### src/rtl/uart_pkg.sv
// Shared constants for the UART receive path: FSM state encodings,
// legal oversampling ratios and parity-type selectors.
package uart_pkg;

  // FSM state encodings (3-bit, legacy-compatible constants)
  localparam logic [2:0] ST_IDLE   = 3'd0;
  localparam logic [2:0] ST_START  = 3'd1;
  localparam logic [2:0] ST_DATA   = 3'd2;
  localparam logic [2:0] ST_PARITY = 3'd3;
  localparam logic [2:0] ST_STOP   = 3'd4;
  localparam logic [2:0] ST_DONE   = 3'd5;

  // Legal oversampling ratios
  localparam int unsigned PRESC_8  = 8;
  localparam int unsigned PRESC_16 = 16;
  localparam int unsigned PRESC_32 = 32;

  // Parity type selectors
  localparam logic PAR_EVEN = 1'b0;
  localparam logic PAR_ODD  = 1'b1;

  // Any ratio other than 16 or 32 falls back to 8.
  function automatic int unsigned presc_norm(input int unsigned p);
    if (p == PRESC_16) return PRESC_16;
    if (p == PRESC_32) return PRESC_32;
    return PRESC_8;
  endfunction

endpackage

### src/rtl/uart_rx_frame_if.sv
// Received-byte bus from the UART receiver to the system controller:
// byte, valid strobe and the two error strobes.
interface uart_rx_frame_if #(
  parameter int unsigned DATA_WIDTH = 8
);
  logic [DATA_WIDTH-1:0] P_DATA;
  logic                  DATA_VLD;
  logic                  PAR_ERR;
  logic                  STP_ERR;

  modport master (output P_DATA, output DATA_VLD, output PAR_ERR, output STP_ERR);
  modport slave  (input  P_DATA, input  DATA_VLD, input  PAR_ERR, input  STP_ERR);
endinterface

### src/rtl/uart_rx_sampler.sv
// Bit-period timing for the UART receiver: counts oversampling edges within
// a bit, takes three samples around the bit centre, majority-votes them and
// flags the last edge of the bit period.
module uart_rx_sampler #(
  parameter int unsigned PRESC_W = 6
) (
  input  logic               CLK,
  input  logic               RST,
  input  logic               rx_in,
  input  logic [PRESC_W-1:0] presc,
  input  logic               run,
  output logic               bit_end,
  output logic               bit_val
);

  logic [PRESC_W-1:0] edge_cnt_q, edge_cnt_d;
  logic [2:0]         samp_q, samp_d;
  logic [PRESC_W-1:0] half;
  logic [PRESC_W-1:0] last;

  // Sample points and bit-end position derived from the latched ratio
  always_comb begin
    half    = presc >> 1;
    last    = presc - PRESC_W'(1);
    bit_end = run && (edge_cnt_q == last);
    bit_val = (samp_q[0] & samp_q[1]) | (samp_q[0] & samp_q[2]) | (samp_q[1] & samp_q[2]);
  end

  // Edge counter wraps each bit period; held at 0 while no frame is active
  always_comb begin
    edge_cnt_d = '0;
    if (run && !bit_end) edge_cnt_d = edge_cnt_q + PRESC_W'(1);
  end

  // Capture three samples centred on the bit
  always_comb begin
    samp_d = samp_q;
    if (run) begin
      if (edge_cnt_q == half - PRESC_W'(1)) samp_d[0] = rx_in;
      if (edge_cnt_q == half)               samp_d[1] = rx_in;
      if (edge_cnt_q == half + PRESC_W'(1)) samp_d[2] = rx_in;
    end
  end

  // Counter and sample registers
  always_ff @(posedge CLK or negedge RST) begin
    if (!RST) begin
      edge_cnt_q <= '0;
      samp_q     <= '1;
    end else begin
      edge_cnt_q <= edge_cnt_d;
      samp_q     <= samp_d;
    end
  end

endmodule

### src/rtl/uart_rx_frame.sv
// UART receive front-end: detects a start bit on RX_IN, deserialises one
// LSB-first frame with optional parity, checks parity and stop bit, and
// presents the byte with a one-cycle DATA_VLD strobe.
// Build option: define UART_RX_SYNC_EN to pass RX_IN through a 2-flop
// synchroniser (adds 2 cycles of latency).
module uart_rx_frame
  import uart_pkg::*;
#(
  parameter int unsigned DATA_WIDTH = 8,
  parameter int unsigned PRESC_W    = 6
) (
  input  logic               CLK,
  input  logic               RST,
  input  logic               RX_IN,
  input  logic               PAR_EN,
  input  logic               PAR_TYP,
  input  logic [PRESC_W-1:0] Prescale,
  uart_rx_frame_if.master    rx_if
);

  localparam int unsigned BCW = (DATA_WIDTH > 1) ? $clog2(DATA_WIDTH) : 1;

  logic rx_s;

`ifdef UART_RX_SYNC_EN
  logic [1:0] sync_q, sync_d;

  // Shift the raw line into the synchroniser chain
  always_comb sync_d = {sync_q[0], RX_IN};

  // Synchroniser flops, idle-high after reset
  always_ff @(posedge CLK or negedge RST) begin
    if (!RST) sync_q <= '1;
    else      sync_q <= sync_d;
  end

  // Line seen by the FSM is the synchronised copy
  always_comb rx_s = sync_q[1];
`else
  // Line is already synchronous to CLK
  always_comb rx_s = RX_IN;
`endif

  logic [2:0]            state_q, state_d;
  logic [BCW-1:0]        bit_cnt_q, bit_cnt_d;
  logic [DATA_WIDTH-1:0] shift_q, shift_d;
  logic [DATA_WIDTH-1:0] p_data_q, p_data_d;
  logic                  data_vld_q, data_vld_d;
  logic                  par_err_q, par_err_d;
  logic                  stp_err_q, stp_err_d;
  logic                  frame_bad_q, frame_bad_d;
  logic [PRESC_W-1:0]    presc_q, presc_d;
  logic                  par_en_q, par_en_d;
  logic                  par_typ_q, par_typ_d;
  logic                  run;
  logic                  bit_end;
  logic                  bit_val;

  // Bit timing only runs while a frame is being received
  always_comb run = (state_q == ST_START) || (state_q == ST_DATA) ||
                    (state_q == ST_PARITY) || (state_q == ST_STOP);

  uart_rx_sampler #(
    .PRESC_W (PRESC_W)
  ) u_sampler (
    .CLK     (CLK),
    .RST     (RST),
    .rx_in   (rx_s),
    .presc   (presc_q),
    .run     (run),
    .bit_end (bit_end),
    .bit_val (bit_val)
  );

  // Frame FSM: deserialise, check parity/stop, publish the byte.
  // The byte and DATA_VLD are registered on the STOP->DONE edge so that
  // they are visible exactly during the single DONE cycle.
  always_comb begin
    state_d     = state_q;
    bit_cnt_d   = bit_cnt_q;
    shift_d     = shift_q;
    p_data_d    = p_data_q;
    frame_bad_d = frame_bad_q;
    presc_d     = presc_q;
    par_en_d    = par_en_q;
    par_typ_d   = par_typ_q;
    data_vld_d  = 1'b0;
    par_err_d   = 1'b0;
    stp_err_d   = 1'b0;

    case (state_q)
      ST_IDLE: begin
        if (!rx_s) begin
          state_d   = ST_START;
          presc_d   = PRESC_W'(presc_norm(32'(Prescale)));
          par_en_d  = PAR_EN;
          par_typ_d = PAR_TYP;
        end
      end
      ST_START: begin
        if (bit_end) begin
          state_d   = bit_val ? ST_IDLE : ST_DATA;
          bit_cnt_d = '0;
        end
      end
      ST_DATA: begin
        if (bit_end) begin
          shift_d = {bit_val, shift_q[DATA_WIDTH-1:1]};
          if (bit_cnt_q == BCW'(DATA_WIDTH - 1)) begin
            bit_cnt_d = '0;
            state_d   = par_en_q ? ST_PARITY : ST_STOP;
          end else begin
            bit_cnt_d = bit_cnt_q + BCW'(1);
          end
        end
      end
      ST_PARITY: begin
        if (bit_end) begin
          if (bit_val != (^shift_q ^ par_typ_q)) begin
            par_err_d   = 1'b1;
            frame_bad_d = 1'b1;
          end
          state_d = ST_STOP;
        end
      end
      ST_STOP: begin
        if (bit_end) begin
          if (!bit_val) begin
            stp_err_d   = 1'b1;
            frame_bad_d = 1'b1;
          end else if (!frame_bad_q) begin
            data_vld_d = 1'b1;
            p_data_d   = shift_q;
          end
          state_d = ST_DONE;
        end
      end
      ST_DONE: begin
        frame_bad_d = 1'b0;
        if (!rx_s) begin
          state_d   = ST_START;
          presc_d   = PRESC_W'(presc_norm(32'(Prescale)));
          par_en_d  = PAR_EN;
          par_typ_d = PAR_TYP;
        end else begin
          state_d = ST_IDLE;
        end
      end
      default: state_d = ST_IDLE;
    endcase
  end

  // FSM, datapath and output registers
  always_ff @(posedge CLK or negedge RST) begin
    if (!RST) begin
      state_q     <= ST_IDLE;
      bit_cnt_q   <= '0;
      shift_q     <= '0;
      p_data_q    <= '0;
      data_vld_q  <= 1'b0;
      par_err_q   <= 1'b0;
      stp_err_q   <= 1'b0;
      frame_bad_q <= 1'b0;
      presc_q     <= PRESC_W'(PRESC_8);
      par_en_q    <= 1'b0;
      par_typ_q   <= PAR_EVEN;
    end else begin
      state_q     <= state_d;
      bit_cnt_q   <= bit_cnt_d;
      shift_q     <= shift_d;
      p_data_q    <= p_data_d;
      data_vld_q  <= data_vld_d;
      par_err_q   <= par_err_d;
      stp_err_q   <= stp_err_d;
      frame_bad_q <= frame_bad_d;
      presc_q     <= presc_d;
      par_en_q    <= par_en_d;
      par_typ_q   <= par_typ_d;
    end
  end

  // Drive the received-byte bus
  always_comb begin
    rx_if.P_DATA   = p_data_q;
    rx_if.DATA_VLD = data_vld_q;
    rx_if.PAR_ERR  = par_err_q;
    rx_if.STP_ERR  = stp_err_q;
  end

endmodule

### src/flat_wrapper.sv
// flat-port wrapper written by rule: the top's interface ports become plain ports
module uart_rx_frame_flat import uart_pkg::*;
#(
  parameter int unsigned DATA_WIDTH = 8,
  parameter int unsigned PRESC_W    = 6
)
  (CLK, RST, RX_IN, PAR_EN, PAR_TYP, Prescale, rx_if_P_DATA, rx_if_DATA_VLD, rx_if_PAR_ERR, rx_if_STP_ERR);
  uart_rx_frame_if #(.DATA_WIDTH(DATA_WIDTH)) rx_if_i ();
  input  logic CLK;
  input  logic RST;
  input  logic RX_IN;
  input  logic PAR_EN;
  input  logic PAR_TYP;
  input  logic [PRESC_W-1:0] Prescale;
  output wire logic [$bits(rx_if_i.P_DATA)-1:0] rx_if_P_DATA;
  output wire logic [$bits(rx_if_i.DATA_VLD)-1:0] rx_if_DATA_VLD;
  output wire logic [$bits(rx_if_i.PAR_ERR)-1:0] rx_if_PAR_ERR;
  output wire logic [$bits(rx_if_i.STP_ERR)-1:0] rx_if_STP_ERR;
  assign rx_if_P_DATA = rx_if_i.P_DATA;
  assign rx_if_DATA_VLD = rx_if_i.DATA_VLD;
  assign rx_if_PAR_ERR = rx_if_i.PAR_ERR;
  assign rx_if_STP_ERR = rx_if_i.STP_ERR;
  uart_rx_frame #(.DATA_WIDTH(DATA_WIDTH), .PRESC_W(PRESC_W)) u_core (.CLK(CLK), .RST(RST), .RX_IN(RX_IN), .PAR_EN(PAR_EN), .PAR_TYP(PAR_TYP), .Prescale(Prescale), .rx_if(rx_if_i));
endmodule
### config.mk
export PLATFORM = sky130hd
export DESIGN_NAME = uart_rx_frame_flat
export DESIGN_NICKNAME = d
export VERILOG_FILES = /design/src/rtl/uart_pkg.sv /design/src/rtl/uart_rx_frame_if.sv /design/src/rtl/uart_rx_sampler.sv /design/src/rtl/uart_rx_frame.sv /design/src/flat_wrapper.sv
export SDC_FILE = /design/constraint.sdc
export NUM_CORES = 1
export LEC_CHECK = 0
export CAP_MARGIN = 40
export CORE_ASPECT_RATIO = 1.25
export CORE_MARGIN = 10
export CORE_UTILIZATION = 50
export CTS_CLUSTER_DIAMETER = 50
export DETAILED_ROUTE_END_ITERATION = 8
export HOLD_SLACK_MARGIN = 0.05
export MAX_ROUTING_LAYER = met4
export PLACE_DENSITY = 0.71
export SLEW_MARGIN = 20
export SYNTH_ARGS = -nofsm -noshare
export SYNTH_HDL_FRONTEND = slang
export SYNTH_SLANG_ARGS = --single-unit
### constraint.sdc
create_clock -name CLK -period 2.6 [get_ports CLK]
set_input_delay 0.52 -clock CLK [delete_from_list [all_inputs] [get_ports CLK]]
set_output_delay 0.52 -clock CLK [all_outputs]
set_load 0.01 [all_outputs]
# ---- Word level (Yosys, flattened, before mapping)
# Index checks and enable logic that the tools add are counted.
dict set report word_totals {
  in_bits 11
  register_bits 43
  out_inout_bits 11
  wordCells 122
}
dict set report op_classes {
  bitwise 8
  n_eq_ne 22
  mux 50
  n_reduce_logical 22
  n_addsub 5
}
# operator count
set ops {}
lappend ops {{$mux W6} 8}
lappend ops {{$mux W3} 10}
lappend ops {{$mux W1} 26}
lappend ops {{$eq A6 B6 Y1} 3}
lappend ops {{$ne A2 B2 Y1 const B} 9}
lappend ops {{$pmux W3 S6} 1}
lappend ops {{$pmux W6 S2} 1}
lappend ops {{$reduce_and A2 Y1} 5}
lappend ops {{$eq A3 B3 Y1 const B} 3}
lappend ops {{$reduce_xor A8 Y1} 1}
lappend ops {{$add A5 B1 Y6 const B} 1}
lappend ops {{$add A6 B1 Y6 const B} 1}
lappend ops {{$eq A3 B2 Y1 const B} 2}
lappend ops {{$eq A6 B5 Y1} 1}
lappend ops {{$eq A6 B5 Y1 const B} 1}
lappend ops {{$eq A6 B6 Y1 const B} 1}
lappend ops {{$pmux W3 S2} 1}
lappend ops {{$reduce_and A3 Y1} 2}
lappend ops {{$reduce_and A6 Y1} 1}
lappend ops {{$sub A5 B1 Y6 const B} 1}
lappend ops {{$sub A6 B1 Y6 const B} 1}
lappend ops {{$mux W5} 1}
lappend ops {{$reduce_and A5 Y1} 1}
lappend ops {{$reduce_and A4 Y1} 1}
lappend ops {{other kinds (16)} 24}

# ---- Longest topological paths before layout
dict set report depth {
  depth_word 11
  depth_mapped 8
  mapped_depth_nobuf 6
}

# ---- Cells and area by module
# From an unflattened synthesis, not the netlist that was laid out.
dict set report unflattened {
  hier_cells 231
  hier_area_um2 2401.1
}
# module area_per_inst_um2 seq_area_each_um2 cells_each instances
set by_module_without_submodules {}
lappend by_module_without_submodules {uart_rx_frame 1529.0 777.0 130 1}
lappend by_module_without_submodules {uart_rx_sampler 872.1 229.0 101 1}

# ---- Worst setup path after synthesis
# Ideal clock, no wire load.
dict set report synth_timing {
  path_kind {register to register}
  startpoint {register u_core.presc_q[3]}
  endpoint {register u_core.p_data_q[0] (netlist: u_core.rx_if.P_DATA[0])}
  synth_period_minus_slack_ns 2.676
  path_buffers 1
  stages_incl_launch_ff 8
  t_required_ns 2.475
  arrival_ns 2.552
  path_slack_ns -0.076
  setup_time_ns 0.125
  path_cell_list {dfstp_2 > inv_1 > ha_1 > xor3_1 > or4_1 > buf_2 > nor4_4 > mux2_2}
}
dict set report synth_between {
  elab_chain_len 4
}
# element line
set synth_rtl {}
lappend synth_rtl {{from (decl)} uart_rx_frame.sv:52} ;# logic [PRESC_W-1:0] presc_q, presc_d;
lappend synth_rtl {{from (signal assigned)} uart_rx_frame.sv:164} ;# presc_q <= PRESC_W'(PRESC_8);
lappend synth_rtl {{from (signal assigned)} uart_rx_frame.sv:176} ;# presc_q <= presc_d;
lappend synth_rtl {{$sub A6 B1 Y6} uart_rx_sampler.sv:24} ;# last = presc - PRESC_W'(1);
lappend synth_rtl {{$eq A6 B6 Y1} uart_rx_sampler.sv:25} ;# bit_end = run && (edge_cnt_q == last);
lappend synth_rtl {{$logic_and A1 B1 Y1} uart_rx_sampler.sv:25}
lappend synth_rtl {{$reduce_and A4 Y1 (no source line)} -}
lappend synth_rtl {{to (signal assigned)} uart_rx_frame.sv:171} ;# p_data_q <= p_data_d;
lappend synth_rtl {{to (decl)} uart_rx_frame.sv:47} ;# logic [DATA_WIDTH-1:0] p_data_q, p_data_d;
# Every way passes these cells.
# A chain may end at the register's enable or synchronous reset.

# ---- Worst setup path in the final report
dict set report layout_timing {
  startpoint {register u_core.presc_q[3]}
  endpoint {register u_core.state_q[1]}
}
dict set report layout_between {
  elab_chain_len 5
  elab_cells_between_ends 8
  classes_between {add/sub: 1; eq/ne: 5; reduce/logical: 2}
}
# element line
set layout_rtl {}
lappend layout_rtl {{$sub A6 B1 Y6 (*)} uart_rx_sampler.sv:24}
lappend layout_rtl {{$eq A6 B6 Y1 (*)} uart_rx_sampler.sv:25}
lappend layout_rtl {{$logic_and A1 B1 Y1 (*)} uart_rx_sampler.sv:25}
lappend layout_rtl {{$ne A2 B2 Y1 (no source line)} -}
lappend layout_rtl {{$reduce_and A6 Y1 (no source line) (*)} -}
lappend layout_rtl {{to (signal assigned)} uart_rx_frame.sv:168} ;# state_q <= state_d;
lappend layout_rtl {{to (decl)} uart_rx_frame.sv:44} ;# logic [2:0] state_q, state_d;
# Every way passes the cells marked *; elsewhere a longest branch is shown, timed or not.

==> run summary <==
Result of the run: finished clean
Vias in the first global route: 1513
Overall die height: 92.34 um
DRT iter0 DRCs: 64
Total setup buffers inserted after CTS: 0
Mean cell area of the mapped netlist: 11.38 um^2
Max Freq: 400.4 MHz
Global-route usage over all layers: 0.1230
Number of flops mapped to enable cells by yosys: 0
Port-buffer cells: 21
Detail Placement HPWL: 3128 um
Area of the mapped netlist: 2093 um^2
Crit path arrival time: 2710 ps
Path type of the worst setup path: register to register
Diodes inserted: 0
Count of final max-slew check failures: 0
Via count: 1438
Maxcap violations: 0
Pre-antenna DRT Iters: 4
Number of sinks handled by clock tree synthesis: 40
TritonCTS clock tree: yes
Count of final setup violators: 0
Count of final hold-check violations: 0
Final #Nets: 228
Wire length of the first global-routing pass: 7134 um
CTS clock-pin slew for the worst setup and hold paths: 80 ps
Setup repair after global routing missed its margin: no
Worst-skew pair later-pin latency: 280 ps
Drt via density: 5.366
Worst slew margin relative to its limit: 0.6767
Share of async-settable or async-resettable flops after synthesis: 1.000
Final min period: 2497 ps
Pin count of the biggest net entering global routing: 22
Total wire length: 4055 um
Pleak: 0.001138 uW
Clock buffers created by TritonCTS: 5
Slowest Stage Delay on Critical Path: 640 ps
Peak supply drop: 0.3750 mV
Class of the tightest hold or removal check: primary input to asynchronous set/reset pin
Sum of overflow across all layers after global routing: 0
Core ar.: 4066 um^2
Number of antenna violations at the first check in global routing: 0
Worst reg2reg endpoint: u_core.state_q[1]
Worst hold-check slack: 187.7 ps
Area growth from synthesis to layout: 21.70%
Number of distinct standard cells referenced by the synthesized netlist: 44
Worst Tran Pin Value: 484.9 ps
Synthesized Nets: 201
Warnings from Yosys: 0
Final core utilization: 0.6265
Largest driver fanout on the critical path: 4
Total power density per cell area: 811.0 nW/um^2
Layout cells sized above 1: 0.2264
Residual antenna-violating net count after detailed routing: 0
Startpoint of the worst register-to-register path: u_core.presc_q[3]
Clock root buffer: sky130_fd_sc_hd__clkbuf_8
Initial standard-cell utilization of the core: 0.5148
Routed len/inst: 15.13 um
Most common flop cell mapped by yosys: sky130_fd_sc_hd__dfrtp_1
Number of synthesized register bits: 40
Die area: 7191 um^2
Number of inserted filler cells in the final layout: 337
Crit start category: register
Total of hold buffers inserted after clock tree synthesis: 0
Library cell contributing the largest single delay on the critical path: sky130_fd_sc_hd__or4b_2
Rows: 26
Multi-input gate area in the final layout: 1022 um^2
Clock Tree Buf Depth: 2
I/O Pins: 22
Placer's final routability congestion estimate: 0.8121
Number of remaining DRC errors: 0
Total Negative Setup Slacks: 0 ps
Endpoint required time on the critical path: 2810 ps
Design Power: 2066 uW
Register cell area after layout: 1006 um^2
Worst Setup End Kind: register
Cell-by-cell listing of the critical path: inv_1, ha_4, xnor2_1, or4_4, buf_6, or4b_2, a21oi_2
Register area share after synthesis: 0.4806
Register-to-register setup slack: 100 ps
Cells on worst reg2reg path: 7
Final WS setup: 102.7 ps
Worst-case clock skew: 3.649 ps
Gate Count Post-Synth: 184
Die boundary width: 77.87 um
Fraction of the cycle the final worst path needs: 0.9605
Dpl ws: -30.19 ps
Crit path from: u_core.presc_q[3]
Total number of H-tree levels: 2
## cell usage after synthesis (all sizes together), types with 3 or more instances
library cell,n,area share
o41ai,3,0.013
a21oi,5,0.012
mux2,22,0.12
dfrtp,36,0.43
or4,3,0.011
buf,6,0.014
dfstp,4,0.050
ha,6,0.036
nand2b,5,0.015
clkbuf,4,0.0072
nand2,8,0.014
o21ai,4,0.0096
inv,11,0.020
xor2,8,0.033
nor2,10,0.018
xnor2,12,0.050
nor3,4,0.0096
## cell type report
| cell class | instances | area share |
|---|---|---|
| clock buffers | 5 | 0.02701 |
| clock inverters | 3 | 0.01670 |
| inverters | 11 | 0.01621 |
| multi-input cells | 123 | 0.4013 |
| flip-flops and latches | 40 | 0.3949 |
| well taps | 56 | 0.02750 |
| repair buffers | 30 | 0.1164 |
## routing by layer
layer / vias to the layer above / GRT usage / routed length [um]
met3: 4 / 0.03095 / 143
met2: 31 / 0.2147 / 2196
met5: - / - / 0
met4: 0 / 0.04421 / 48
li1: 690 / - / -
met1: 713 / 0.1316 / 1667
## cell usage in the layout, fill, tap and decap left out, types with 2 or more instances in the layout
cell type / n
sky130_fd_sc_hd__o21ai_0: 4
sky130_fd_sc_hd__nor2b_1: 2
sky130_fd_sc_hd__dfrtp_1: 36
sky130_fd_sc_hd__o32a_1: 2
sky130_fd_sc_hd__ha_1: 5
sky130_fd_sc_hd__and2_1: 2
sky130_fd_sc_hd__buf_4: 7
sky130_fd_sc_hd__clkbuf_8: 5
sky130_fd_sc_hd__mux2_2: 19
sky130_fd_sc_hd__nor2_1: 10
sky130_fd_sc_hd__dfstp_2: 4
sky130_fd_sc_hd__a21oi_1: 4
sky130_fd_sc_hd__xor2_1: 8
sky130_fd_sc_hd__o31ai_1: 2
sky130_fd_sc_hd__mux2_1: 3
sky130_fd_sc_hd__nand3_1: 2
sky130_fd_sc_hd__nand4_1: 2
sky130_fd_sc_hd__and3_1: 2
sky130_fd_sc_hd__o22ai_1: 2
sky130_fd_sc_hd__nor3_1: 4
sky130_fd_sc_hd__inv_1: 11
sky130_fd_sc_hd__clkdlybuf4s50_1: 20
sky130_fd_sc_hd__nand2b_1: 5
sky130_fd_sc_hd__xnor2_1: 12
sky130_fd_sc_hd__or4_1: 2
sky130_fd_sc_hd__nand2_1: 8
sky130_fd_sc_hd__o41ai_1: 3
## worst max-delay path by stage
stage          slack (ps)  depth (start not counted)           endpoint
5_1_grt                 8                          7  u_core.state_q[1]
3_5_place_dp          -30                          7  u_core.state_q[1]
6_report              100                          7  u_core.state_q[1]
3_3_place_gp            8                          7  u_core.state_q[1]
4_1_cts               0.4                          7  u_core.state_q[1]
2_1_floorplan           7                          8  u_core.shift_q[0]
## worst max-delay path: cells and delay by family, from the launching register on
family | cells | cell delay [ps]
xor gates and xnor gates | 1 | 120
adders and majority gates | 1 | 250
buffers and inverters | 2 | 220
and+or+nand+nor | 2 | 1150
AOI/OAI and AO/OA | 1 | 150
DFF | 1 | 530
## cell families after synthesis
family                   share of synthesized area
XOR/XNOR                                    0.1058
adder cells (fa/ha/maj)                    0.04064
AO/OA/AOI/OAI                              0.08070
multiplexers                                0.1184
buffers and inverters                      0.04064
AND/OR/NAND/NOR                             0.1333
flip-flops                                  0.4806
## through the flow
stage          instances  cell area [um^2]
6_report             268              2547
5_1_grt              268              2547
4_1_cts              268              2531
3_5_place_dp         260              2412
3_3_place_gp         259              2385
2_1_floorplan        184              2093
## registers in the layout, summed over array words and instances (netlist names)
name	flops
u_core.u_sampler.samp_q	3
u_core.par_en_q	1
u_core.u_sampler.edge_cnt_q	6
u_core.rx_if.P_DATA	8
u_core.rx_if.DATA_VLD	1
u_core.par_typ_q	1
u_core.state_q	3
u_core.presc_q	3
u_core.rx_if.STP_ERR	1
u_core.frame_bad_q	1
u_core.bit_cnt_q	3
u_core.rx_if.PAR_ERR	1
u_core.shift_q	8
## repair_timing
item                       in CTS  in global routing
gates cloned                    0                  0
pin swaps                       0                  1
resized for setup               2                  2
setup endpoints to repair      15                 19
## where the power goes
group	internal [uW]	total, uW	switching [uW]
sequential	754	907	153
clock	284	494	210
combinational	343	665	321
total	1380	2070	684
Note: power is estimated with default switching activity, not from simulation.
